<file path="src/rtl/seg_scan.sv">
// Six-page hex debug display: debounced page button, 4-digit multiplexed scan,
// and a snapshot register so each full scan shows one coherent 16-bit word.
module seg_scan #(
  parameter int SCAN_DIV   = 50000,
  parameter int DEB_CYCLES = 500000
) (
  input  logic        clock,
  input  logic        reset,
  input  logic [15:0] val1,
  input  logic [15:0] val2,
  input  logic [15:0] val3,
  input  logic [15:0] val4,
  input  logic [15:0] val5,
  input  logic [15:0] val6,
  input  logic        btn,
  output logic [2:0]  page,
  output logic [3:0]  dig,
  output logic [7:0]  seg
);
  localparam int SW = (SCAN_DIV   > 1) ? $clog2(SCAN_DIV)   : 1;
  localparam int DW = (DEB_CYCLES > 1) ? $clog2(DEB_CYCLES) : 1;

  logic [1:0]    sync;
  logic          deb, deb_d;
  logic [DW-1:0] deb_cnt;
  logic [SW-1:0] scan_cnt;
  logic [1:0]    idx, idx_nxt;
  logic [15:0]   snap, snap_nxt, val_sel;
  logic [3:0]    nib;
  logic          term;

  function automatic logic [6:0] hex7(input logic [3:0] n);
    case (n)
      4'h0: hex7 = 7'h3F; 4'h1: hex7 = 7'h06; 4'h2: hex7 = 7'h5B; 4'h3: hex7 = 7'h4F;
      4'h4: hex7 = 7'h66; 4'h5: hex7 = 7'h6D; 4'h6: hex7 = 7'h7D; 4'h7: hex7 = 7'h07;
      4'h8: hex7 = 7'h7F; 4'h9: hex7 = 7'h6F; 4'hA: hex7 = 7'h77; 4'hB: hex7 = 7'h7C;
      4'hC: hex7 = 7'h39; 4'hD: hex7 = 7'h5E; 4'hE: hex7 = 7'h79; default: hex7 = 7'h71;
    endcase
  endfunction

  always_comb begin
    case (page)
      3'd0:    val_sel = val1;
      3'd1:    val_sel = val2;
      3'd2:    val_sel = val3;
      3'd3:    val_sel = val4;
      3'd4:    val_sel = val5;
      default: val_sel = val6;
    endcase
    term    = (scan_cnt == SW'(SCAN_DIV - 1));
    idx_nxt = idx + 2'd1;
    // On the 3->0 wrap digit 0 must come from the word being captured now
    snap_nxt = (idx == 2'd3) ? val_sel : snap;
    case (idx_nxt)
      2'd0:    nib = snap_nxt[3:0];
      2'd1:    nib = snap_nxt[7:4];
      2'd2:    nib = snap_nxt[11:8];
      default: nib = snap_nxt[15:12];
    endcase
  end

  always_ff @(posedge clock) begin
    if (reset) begin
      sync     <= '0;
      deb      <= 1'b0;
      deb_d    <= 1'b0;
      deb_cnt  <= '0;
      page     <= '0;
      scan_cnt <= '0;
      idx      <= '0;
      snap     <= '0;
      dig      <= 4'b1110;
      seg      <= 8'hC0;
    end else begin
      sync  <= {sync[0], btn};
      deb_d <= deb;
      if (sync[1] != deb) begin
        if (deb_cnt == DW'(DEB_CYCLES - 1)) begin
          deb     <= ~deb;
          deb_cnt <= '0;
        end else begin
          deb_cnt <= deb_cnt + 1'b1;
        end
      end else begin
        deb_cnt <= '0;
      end
      if (deb && !deb_d)
        page <= (page == 3'd5) ? 3'd0 : page + 3'd1;
      if (term) begin
        scan_cnt <= '0;
        idx      <= idx_nxt;
        snap     <= snap_nxt;
        dig      <= ~(4'b0001 << idx_nxt);
        seg      <= {~((idx_nxt == 2'd0) && deb), ~hex7(nib)};
      end else begin
        scan_cnt <= scan_cnt + 1'b1;
      end
    end
  end
endmodule
</file>
<file path="config.mk">
export PLATFORM = sky130hd
export DESIGN_NAME = seg_scan
export DESIGN_NICKNAME = d
export VERILOG_FILES = /design/src/rtl/seg_scan.sv
export SDC_FILE = /design/constraint.sdc
export NUM_CORES = 1
export LEC_CHECK = 0
export CORE_MARGIN = 2
export CORE_UTILIZATION = 50
export DETAILED_ROUTE_END_ITERATION = 10
export PLACE_DENSITY_LB_ADDON = 0.12
export SYNTH_ARGS = -nofsm -noshare
export SYNTH_HDL_FRONTEND = slang
export SYNTH_SLANG_ARGS = --single-unit
</file>
<file path="constraint.sdc">
create_clock -name clock -period 7.5 [get_ports clock]
set_input_delay 1.125 -clock clock [delete_from_list [all_inputs] [get_ports clock]]
set_output_delay 1.125 -clock clock [all_outputs]
set_load 0.02 [all_outputs]
</file>
# Word level (Yosys, flattened, before mapping)
# Memory sizes are Yosys's and may differ from the RTL's.
# Cells that the tools add are included.
# classes
magnitude_cmp	0
n_mux	6
mul	0
n_eq_ne	11
bitwise_logic	5
shifts	1
n_div	0
addsub	4
reduce_logical	8
# ops
op	count
case mux 16 bit (5 select lines)	1
adder 19 x 1 -> 19 bit (second input constant)	1
== test 19 bit (second input constant)	1
adder 16 x 1 -> 16 bit (second input constant)	1
== test 16 bit (second input constant)	1
2-to-1 mux 16 bit	1
2-to-1 mux 7 bit	2
case mux 4 bit (3 select lines)	1
NOT 7 bit	1
== test 3 x 2 -> 1 bit (second input constant)	2
== test 3 bit (second input constant)	2
== test 2 bit (second input constant)	2
NOT 4 bit	1
<< shifter 1 x 2 -> 4 bit (first input constant)	1
adder 3 x 1 -> 3 bit (second input constant)	1
== test 3 x 1 -> 1 bit (second input constant)	1
zero test 3 bit	1
2-to-1 mux 3 bit	1
NOT 1 bit	3
OR reduction 3 bit	1
adder 2 x 1 -> 2 bit (second input constant)	1
== test 2 x 1 -> 1 bit (second input constant)	1
logical AND 1 bit	2
zero test 2 bit	1
4 further kinds	4
# word_totals
rom_bits	112
ramBits	0
output_inout_bits	15
latchBits	0
ff_bits	72
inputBits	99
memories	1
# mem_list
memory	words	word_bits	read_ports	rd_ports_with_merged_regs	write_ports	line	source
(no name shown)	16	7	1	0	0	33	case (n)

# Logic depth before layout (Yosys ltp)
# Gate-level depths: netlist of the first run.
# An unclocked memory read counts as a cell.
# logic_depth
word_depth	8
ltp_mapped	18
depth_no_buf	14

# Worst setup path before layout of the first run
# Ideal clock, no wire load.
# synth_timing
path_type	register to register
startpoint	register page[1]
endpoint	register seg[3]
stages_incl_launch_ff	18
setup_time_ns	0.122
synth_period_minus_slack_ns	4.015
required_ns	7.378
n_path_buf	4
slack_ns	3.485
arrival_ns	3.893
path_cell_list	dfxtp_1 -> buf_2 -> buf_2 -> inv_1 -> nor2_1 -> ha_1 -> clkbuf_1 -> inv_1 -> and2_4 -> buf_6 -> a222oi_1 -> o21ai_0 -> o2bb2ai_1 -> a2111oi_2 -> inv_1 -> ha_1 -> mux2_4 -> a311o_1
# synth_between
elab_chain_len	8
word_cells_on_any_way	12
# synth_lines
item	line	source
start, declared	16	output logic [2:0] page,
start signal, assigned	88	page <= (page == 3'd5) ? 3'd0 : page + 3'd1;
== test 3 bit, or another cell as far along	42	case (page)
case mux 16 bit (5 select lines) *	42	
2-to-1 mux 16 bit *	53	snap_nxt = (idx == 2'd3) ? val_sel : snap;
case mux 4 bit (3 select lines) *	54	case (idx_nxt)
memory read (16 x 7 bit) *	-	
2-to-1 mux 7 bit *	89	if (term) begin
2-to-1 mux 7 bit *	63	if (reset) begin
NOT 7 bit *	94	seg <= {~((idx_nxt == 2'd0) && deb), ~hex7(nib)};
end signal, assigned	94	
end, declared	18	output logic [7:0] seg
# Mark *: on every way between the ends. The rest lies on a longest branch, timed or not. The select of a mux whose other input is x is not followed.
# A chain may end at the register's enable or synchronous reset.

# Worst setup path after layout of the first run
# Ends and elaborated chain as after synthesis.

==> results of run 1 <==
through the flow:
stage,hold slack [ns],std cells,instance area (sq um)
2_1_floorplan,0.413,489,4010
3_3_place_gp,0.421,676,5160
4_1_cts,0.452,692,5360
6_report,0.446,692,5360
3_5_place_dp,0.434,676,5160
5_1_grt,0.478,692,5360
worst max path at each step:
| stage | from | to | slack, ns | cells past startpoint |
|---|---|---|---|---|
| floorplan | page[1]$_SDFFE_PP0P_ | seg[3]$_SDFFE_PP0P_ | 3.48 | 17 |
| global placement | page[1]$_SDFFE_PP0P_ | seg[3]$_SDFFE_PP0P_ | 3.03 | 13 |
| detailed placement | page[1]$_SDFFE_PP0P_ | seg[3]$_SDFFE_PP0P_ | 2.78 | 13 |
| CTS | page[1]$_SDFFE_PP0P_ | seg[3]$_SDFFE_PP0P_ | 2.77 | 13 |
| global route | page[1]$_SDFFE_PP0P_ | seg[3]$_SDFFE_PP0P_ | 2.29 | 13 |
| finish | page[1]$_SDFFE_PP0P_ | seg[3]$_SDFFE_PP0P_ | 2.71 | 13 |
cell type report:
| type | count | area, sq um |
|---|---|---|
| fillers | 635 | 2410 |
| clock inverters | 7 | 75.1 |
| well taps | 102 | 128 |
| flip-flops and latches | 68 | 1360 |
| repair buffers | 116 | 1150 |
| inverters | 15 | 56.3 |
| multi-input cells | 375 | 2460 |
| clock buffers | 9 | 124 |
state kept, by name, summed over array words and instances, names as in the netlist, 2 cells and up:
signal and count:
sync 2, deb_cnt 19, dig 4, scan_cnt 16, seg 8, page 3
snap 12, idx 2
synth_stat cells (all sizes together) (8+ instances only):
cell type,number
a211oi,8
a21oi,19
a22oi,10
and3,8
buf,10
clkbuf,21
dfxtp,68
ha,15
inv,15
mux2i,11
nand2,35
nand3,19
nor2,82
nor2b,8
nor3,8
o21ai,15
xnor2,15
xor2,17
power breakdown:
group | switching (mW) | leakage, nW | total [mW] | internal [mW]
Clock | 0.149 | 0.0918 | 0.303 | 0.154
Combinational | 0.0239 | 1.19 | 0.0773 | 0.0534
Sequential | 0.00120 | 0.549 | 0.364 | 0.363
Total | 0.174 | 1.83 | 0.745 | 0.571
worst max-delay path, stage by stage (launching register included):
cell	delay, ns
dfxtp_1	0.80
inv_1	0.20
nor2_1	0.13
ha_1	0.58
inv_1	0.23
and2_4	0.23
a222oi_1	0.31
o21ai_0	0.22
o2bb2ai_1	0.20
a2111oi_2	0.71
inv_1	0.20
ha_1	0.29
mux2_4	0.27
a311o_1	0.30
cells in the final DEF (no fill, tap or decap), types with 4 or more instances in the layout:
master           instances
a211o_1                  5
clkbuf_8                 9
a31oi_1                  5
inv_1                   15
o211ai_1                 6
nor2_1                  82
o21ai_0                 15
xor2_1                  17
a211oi_1                 8
mux2_2                   6
nand3b_1                 5
ha_1                    15
nand2_1                 35
dfxtp_1                 68
xnor2_1                 15
nor3_1                   8
nand3_1                 19
a221oi_1                 6
and3_1                   8
nor4b_1                  4
a22o_1                   6
a22oi_1                 10
nor3b_1                  4
a21oi_1                 19
clkdlybuf4s50_1        113
mux2i_1                 11
nor2b_1                  8
or3_1                    4
metal layers:
metal | track usage, % | wire length, microns | part of all wire (%)
met3 | 7.66 | 1070 | 9.2
met1 | 33.9 | 5040 | 43
met2 | 42.6 | 5420 | 47
met5 | 0 | 0 | 0
met4 | 5.56 | 119 | 1.0
cells by family after synthesis:
| logic type | synth area share [%] |
|---|---|
| xor+xnor | 6.99 |
| mux | 4.80 |
| simple gates | 23.5 |
| flops | 33.9 |
| compound gates | 21.1 |
| buf+inv | 4.71 |
| fa+ha+maj | 4.96 |
==> out/results.ini, run 1 <==
[min_path]
hp-start=sync[0]$_SDFF_PP0_
min-delay-path-class=register to register
holdPathStages=1
hold_path_end=sync[1]$_SDFF_PP0_

[cts]
cts_tree=done
cts_inserted_buffers=9
cts_resized=0
h-tree-depth=3
post_cts_buffers=0
ctsHoldBuffers=0
cts.sinks=68
root_buffer=clkbuf_8
insertion_delay_ns=0.34
max-clock-path-buffers=2
path_clk_slew_ns=0.08

[synth]
synth_cell_types=60
synth_top_area_cell=dfxtp_1
synthesis.instances=489
synthDominantCellAreaShare_pct=33.9
synth_area_leaders=dfxtp_1 (34%), nor2_1 (7.7%), ha_1 (4.7%), xor2_1 (3.7%), nand2_1 (3.3%)
synth-async-reset-ratio_pct=0
syn_area_sq_um=4010
synth_edf_count=0
ys_seq_area_share_pct=33.9
syn_area_per_cell_sq_um=8.20
synth_flop_cell=dfxtp_1
synth_warnings=0
syn-num-nets=603
ys_ff_latch=68

[critical_path]
crit_type=register to register
worstRegToRegCells=13
endpoint_kind=register
regToRegEndpoint=seg[3]$_SDFFE_PP0P_
cp_max_fo=23
rr_startpoint=page[1]$_SDFFE_PP0P_
worstPathArrival_ns=5.02
r2r_slack_ns=2.71
cp.required_ns=7.73
start_kind=register

[power_and_ir_drop]
p_leak_nw=1.83
powerDensity_nw_per_um2=139
vdd_ir_drop_max_mv=0.113
power.total_mw=0.745

[sta]
max_slew_margin_pct=18.5
skew_ns=0.0134
worst_pin_slew_ns=1.22
worst_slack_ns=2.71
period_share_pct=63.8
tns_ns=0
finalHoldViolCount=0
setup_viol=0
fin_crit_ns=4.79
rsz0062_at_grt=no
slew_viol_final=0
max_freq_mhz=209

[detailed_routing]
wire_per_inst_microns=16.8
vias=3970
drc=0
drtIter0Drc=193
dr.pass1.iters=5
drtAntennaViolNets=0
totalWireLength_microns=11700
viasPerCell=5.74

[floorplan]
die_h_microns=93.6
io_pins=114
dieWidth_microns=93.6
num_rows=32
coreArea_sq_um=7770
die-area_sq_um=8760
initial_core_util_pct=51.6

[cells_and_area]
num-nets-final=699
drive_above_1_share_pct=6.27
area_delta_synth_final_pct=33.6
diodes=0
fin_util_pct=69.0

[placement]
routabilityCongestion=0.869
dp_slack_ns=2.78
hpwl_microns=8670
io_buffers=113

[global_routing]
grt_pass1_wl_microns=17900
grt-ovfl-total=0
grt_pass1_vias=3643
antenna_found_initial=0
track_usage_pct=25.9
grt_max_degree=39

[outcome]
status=finished, final reports clean

[run]
drv_cap=0

Power figures use the tool's default switching activity.
==> run 2, diff against run 1 <==
--- a/config.mk
+++ b/config.mk
@@ -6,7 +6,7 @@
 export NUM_CORES = 1
 export LEC_CHECK = 0
 export CORE_MARGIN = 2
-export CORE_UTILIZATION = 50
+export CORE_UTILIZATION = 44
 export DETAILED_ROUTE_END_ITERATION = 10
 export PLACE_DENSITY_LB_ADDON = 0.12
 export SYNTH_ARGS = -nofsm -noshare
==> constraint.sdc (replaced) <==
create_clock -name clock -period 3.9 [get_ports clock]
set_input_delay 0.585 -clock clock [delete_from_list [all_inputs] [get_ports clock]]
set_output_delay 0.585 -clock clock [all_outputs]
set_load 0.02 [all_outputs]
==> run 2 against run 1 <==
  * Combinational power rose by 91%
  * Critical path type unchanged
  * Non-clock buffer count up 9
  * Setup slack worse by 2.4 ns
  * Maximum frequency is 34% higher
  * Cell area rose by 1.7%
  * Clock-buffer cell count unchanged
  * Sequential share of layout area is 0.41 points lower
  * Critical path depth shrank 2
==> out/results.ini, run 2 (same netlist as run 1, synthesis figures left out) <==
[outcome]
status=finished, final reports clean

[floorplan]
die-area_sq_um=9900  ; +13%
io_pins=114  ; unchanged
die_h_microns=99.5  ; +6.3%
coreArea_sq_um=8760  ; +13%
dieWidth_microns=99.5  ; +6.3%
initial_core_util_pct=45.8  ; -5.9 points
num_rows=34  ; +6.3%

[global_routing]
antenna_found_initial=0  ; unchanged
grt_max_degree=31  ; -21%
grt_pass1_vias=3793  ; +4.1%
track_usage_pct=23.9  ; -2.0 points
grt_pass1_wl_microns=18900  ; +5.3%
grt-ovfl-total=0  ; unchanged

[critical_path]
cp_slowest_cell=dfxtp_1
path_buf_inv=3  ; unchanged
max_stage_delay_ns=0.55  ; -0.25 ns
regToRegEndpoint=seg[3]$_SDFFE_PP0P_
endpoint=seg[3]$_SDFFE_PP0P_
rr_startpoint=page[2]$_SDFFE_PP0P_
cp_top_family=compound AO/OA/AOI/OAI gates
cp-startpoint=page[2]$_SDFFE_PP0P_
start_kind=register
worstPathArrival_ns=3.82  ; -1.20 ns
worstRegToRegCells=11  ; -2
crit_type=register to register
endpoint_kind=register
cp.required_ns=4.13  ; -3.60 ns
cp_max_fo=17  ; -26%
r2r_slack_ns=0.32  ; -2.40 ns
crit_cells=11  ; -2
crit_chain=inv_1 > ha_1 > buf_4 > a222oi_1 > o21ai_0 > o2bb2ai_1 > a2111oi_4 > inv_1 > ha_1 > mux2_4 > a311o_1

[sta]
tns_ns=0  ; unchanged
period_share_pct=91.9  ; +28 points
setup_viol=0  ; unchanged
skew_ns=0.00765  ; -0.00572 ns
fin_hold_ws_ns=0.443  ; -0.00290 ns
worst_pin_slew_ns=0.881  ; -0.337 ns
finalHoldViolCount=0  ; unchanged
max_slew_margin_pct=40.8  ; +22 points
rsz0062_at_grt=no
max_freq_mhz=279  ; +34%
fin_crit_ns=3.58  ; -1.20 ns
slew_viol_final=0  ; unchanged

[cts]
cts_tree=done
post_cts_buffers=0  ; unchanged
path_clk_slew_ns=0.07  ; about the same
root_buffer=clkbuf_8
cts.sinks=68  ; unchanged
cts_resized=0  ; unchanged
insertion_delay_ns=0.35  ; about the same
h-tree-depth=3  ; unchanged
max-clock-path-buffers=2  ; unchanged
cts_inserted_buffers=9  ; unchanged
ctsHoldBuffers=0  ; unchanged

[power_and_ir_drop]
p_leak_nw=1.89  ; +3.1%
powerDensity_nw_per_um2=262  ; +88%
vdd_ir_drop_max_mv=0.241  ; +110%

[detailed_routing]
drtIter0Drc=281  ; +46%
met3_wirelength_microns=891  ; -17%
highest_layer=met4
drtAntennaViolNets=0  ; unchanged
wire_per_inst_microns=16.7  ; -0.69%
totalWireLength_microns=11800  ; +1.5%
viasPerCell=5.58  ; -2.8%
dr.pass1.iters=5  ; unchanged
drc=0  ; unchanged
vias=3944  ; -0.65%
met2_length_microns=5440  ; +0.30%
wirelength_met1_microns=5310  ; +5.3%

[cells_and_area]
num-nets-final=708  ; +1.3%
largest_register_ffs=19  ; unchanged
final_cell_area_sq_um=5450  ; +1.7%
largest_registers=deb_cnt (19), scan_cnt (16), snap (12)
drive_above_1_share_pct=7.68  ; +1.4 points
final_common_cell=clkdlybuf4s50_1
area_delta_synth_final_pct=35.8
fin_cells=707  ; +2.2%
regMostFlops=deb_cnt
diodes=0  ; unchanged
mostFrequentLayoutCells=clkdlybuf4s50_1 (113), nor2_1 (82), dfxtp_1 (68)

[placement]
io_buffers=113  ; unchanged
routabilityCongestion=0.977  ; +12%
dp.cells=691  ; +2.2%
placed_cell_area_sq_um=5250  ; +1.7%
hpwl_microns=8920  ; +2.8%

[min_path]
min-delay-path-class=register to register

[run]
drv_cap=0  ; unchanged

## run 2: cell count changes in the layout (fill, tap and decap cells not counted)
cell        delta
a2111oi_4      +1
clkinv_4       +1
buf_4          +9
clkinvlp_4     -1
a2111oi_2      -1
## run 2: how the worst min path moves through the flow
| stage | start | to | slack, ns | cells past startpoint |
|---|---|---|---|---|
| 4_1_cts | scan_cnt[0]$_SDFF_PP0_ | scan_cnt[0]$_SDFF_PP0_ | 0.45 | 1 |
| 3_3_place_gp | sync[0]$_SDFF_PP0_ | sync[1]$_SDFF_PP0_ | 0.42 | 1 |
| 3_5_place_dp | scan_cnt[0]$_SDFF_PP0_ | scan_cnt[0]$_SDFF_PP0_ | 0.43 | 1 |
| 2_1_floorplan | scan_cnt[0]$_SDFF_PP0_ | scan_cnt[0]$_SDFF_PP0_ | 0.41 | 1 |
| 5_1_grt | scan_cnt[0]$_SDFF_PP0_ | scan_cnt[0]$_SDFF_PP0_ | 0.48 | 1 |
| 6_report | scan_cnt[0]$_SDFF_PP0_ | scan_cnt[0]$_SDFF_PP0_ | 0.44 | 1 |
## run 2: where the power goes
group / switching, mW / internal [mW] / leakage, nW / total (mW)
clock network: 0.280 / 0.298 / 0.0958 / 0.578
registers: 0.00234 / 0.698 / 0.549 / 0.700
logic: 0.0449 / 0.103 / 1.25 / 0.148
total: 0.328 / 1.10 / 1.89 / 1.43
## run 2: cell type report
cell class	count	area, sq um
fillers	761	3320
multi-input cells	375	2470
flip-flops and latches	68	1360
repair buffers	125	1220
well taps	108	135
clock buffers	9	124
clock inverters	7	76.3
inverters	15	56.3
## run 2: per-stage QoR
stage	power, mW	setup WS (ns)	utilization [%]
finish	1.43	0.316	62.2
global route	1.48	0.0468	62.2
CTS	1.44	0.341	62.2
detailed placement	0.862	0.348	59.9
global placement	0.862	0.571	59.9
floorplan	0.749	0.0291	-
## run 2: routing by layer
layer,vias up,GRT usage [%]
met5,-,0
met4,0,9.06
met3,16,4.36
met2,151,38.6
met1,1814,31.9
li1,1963,-
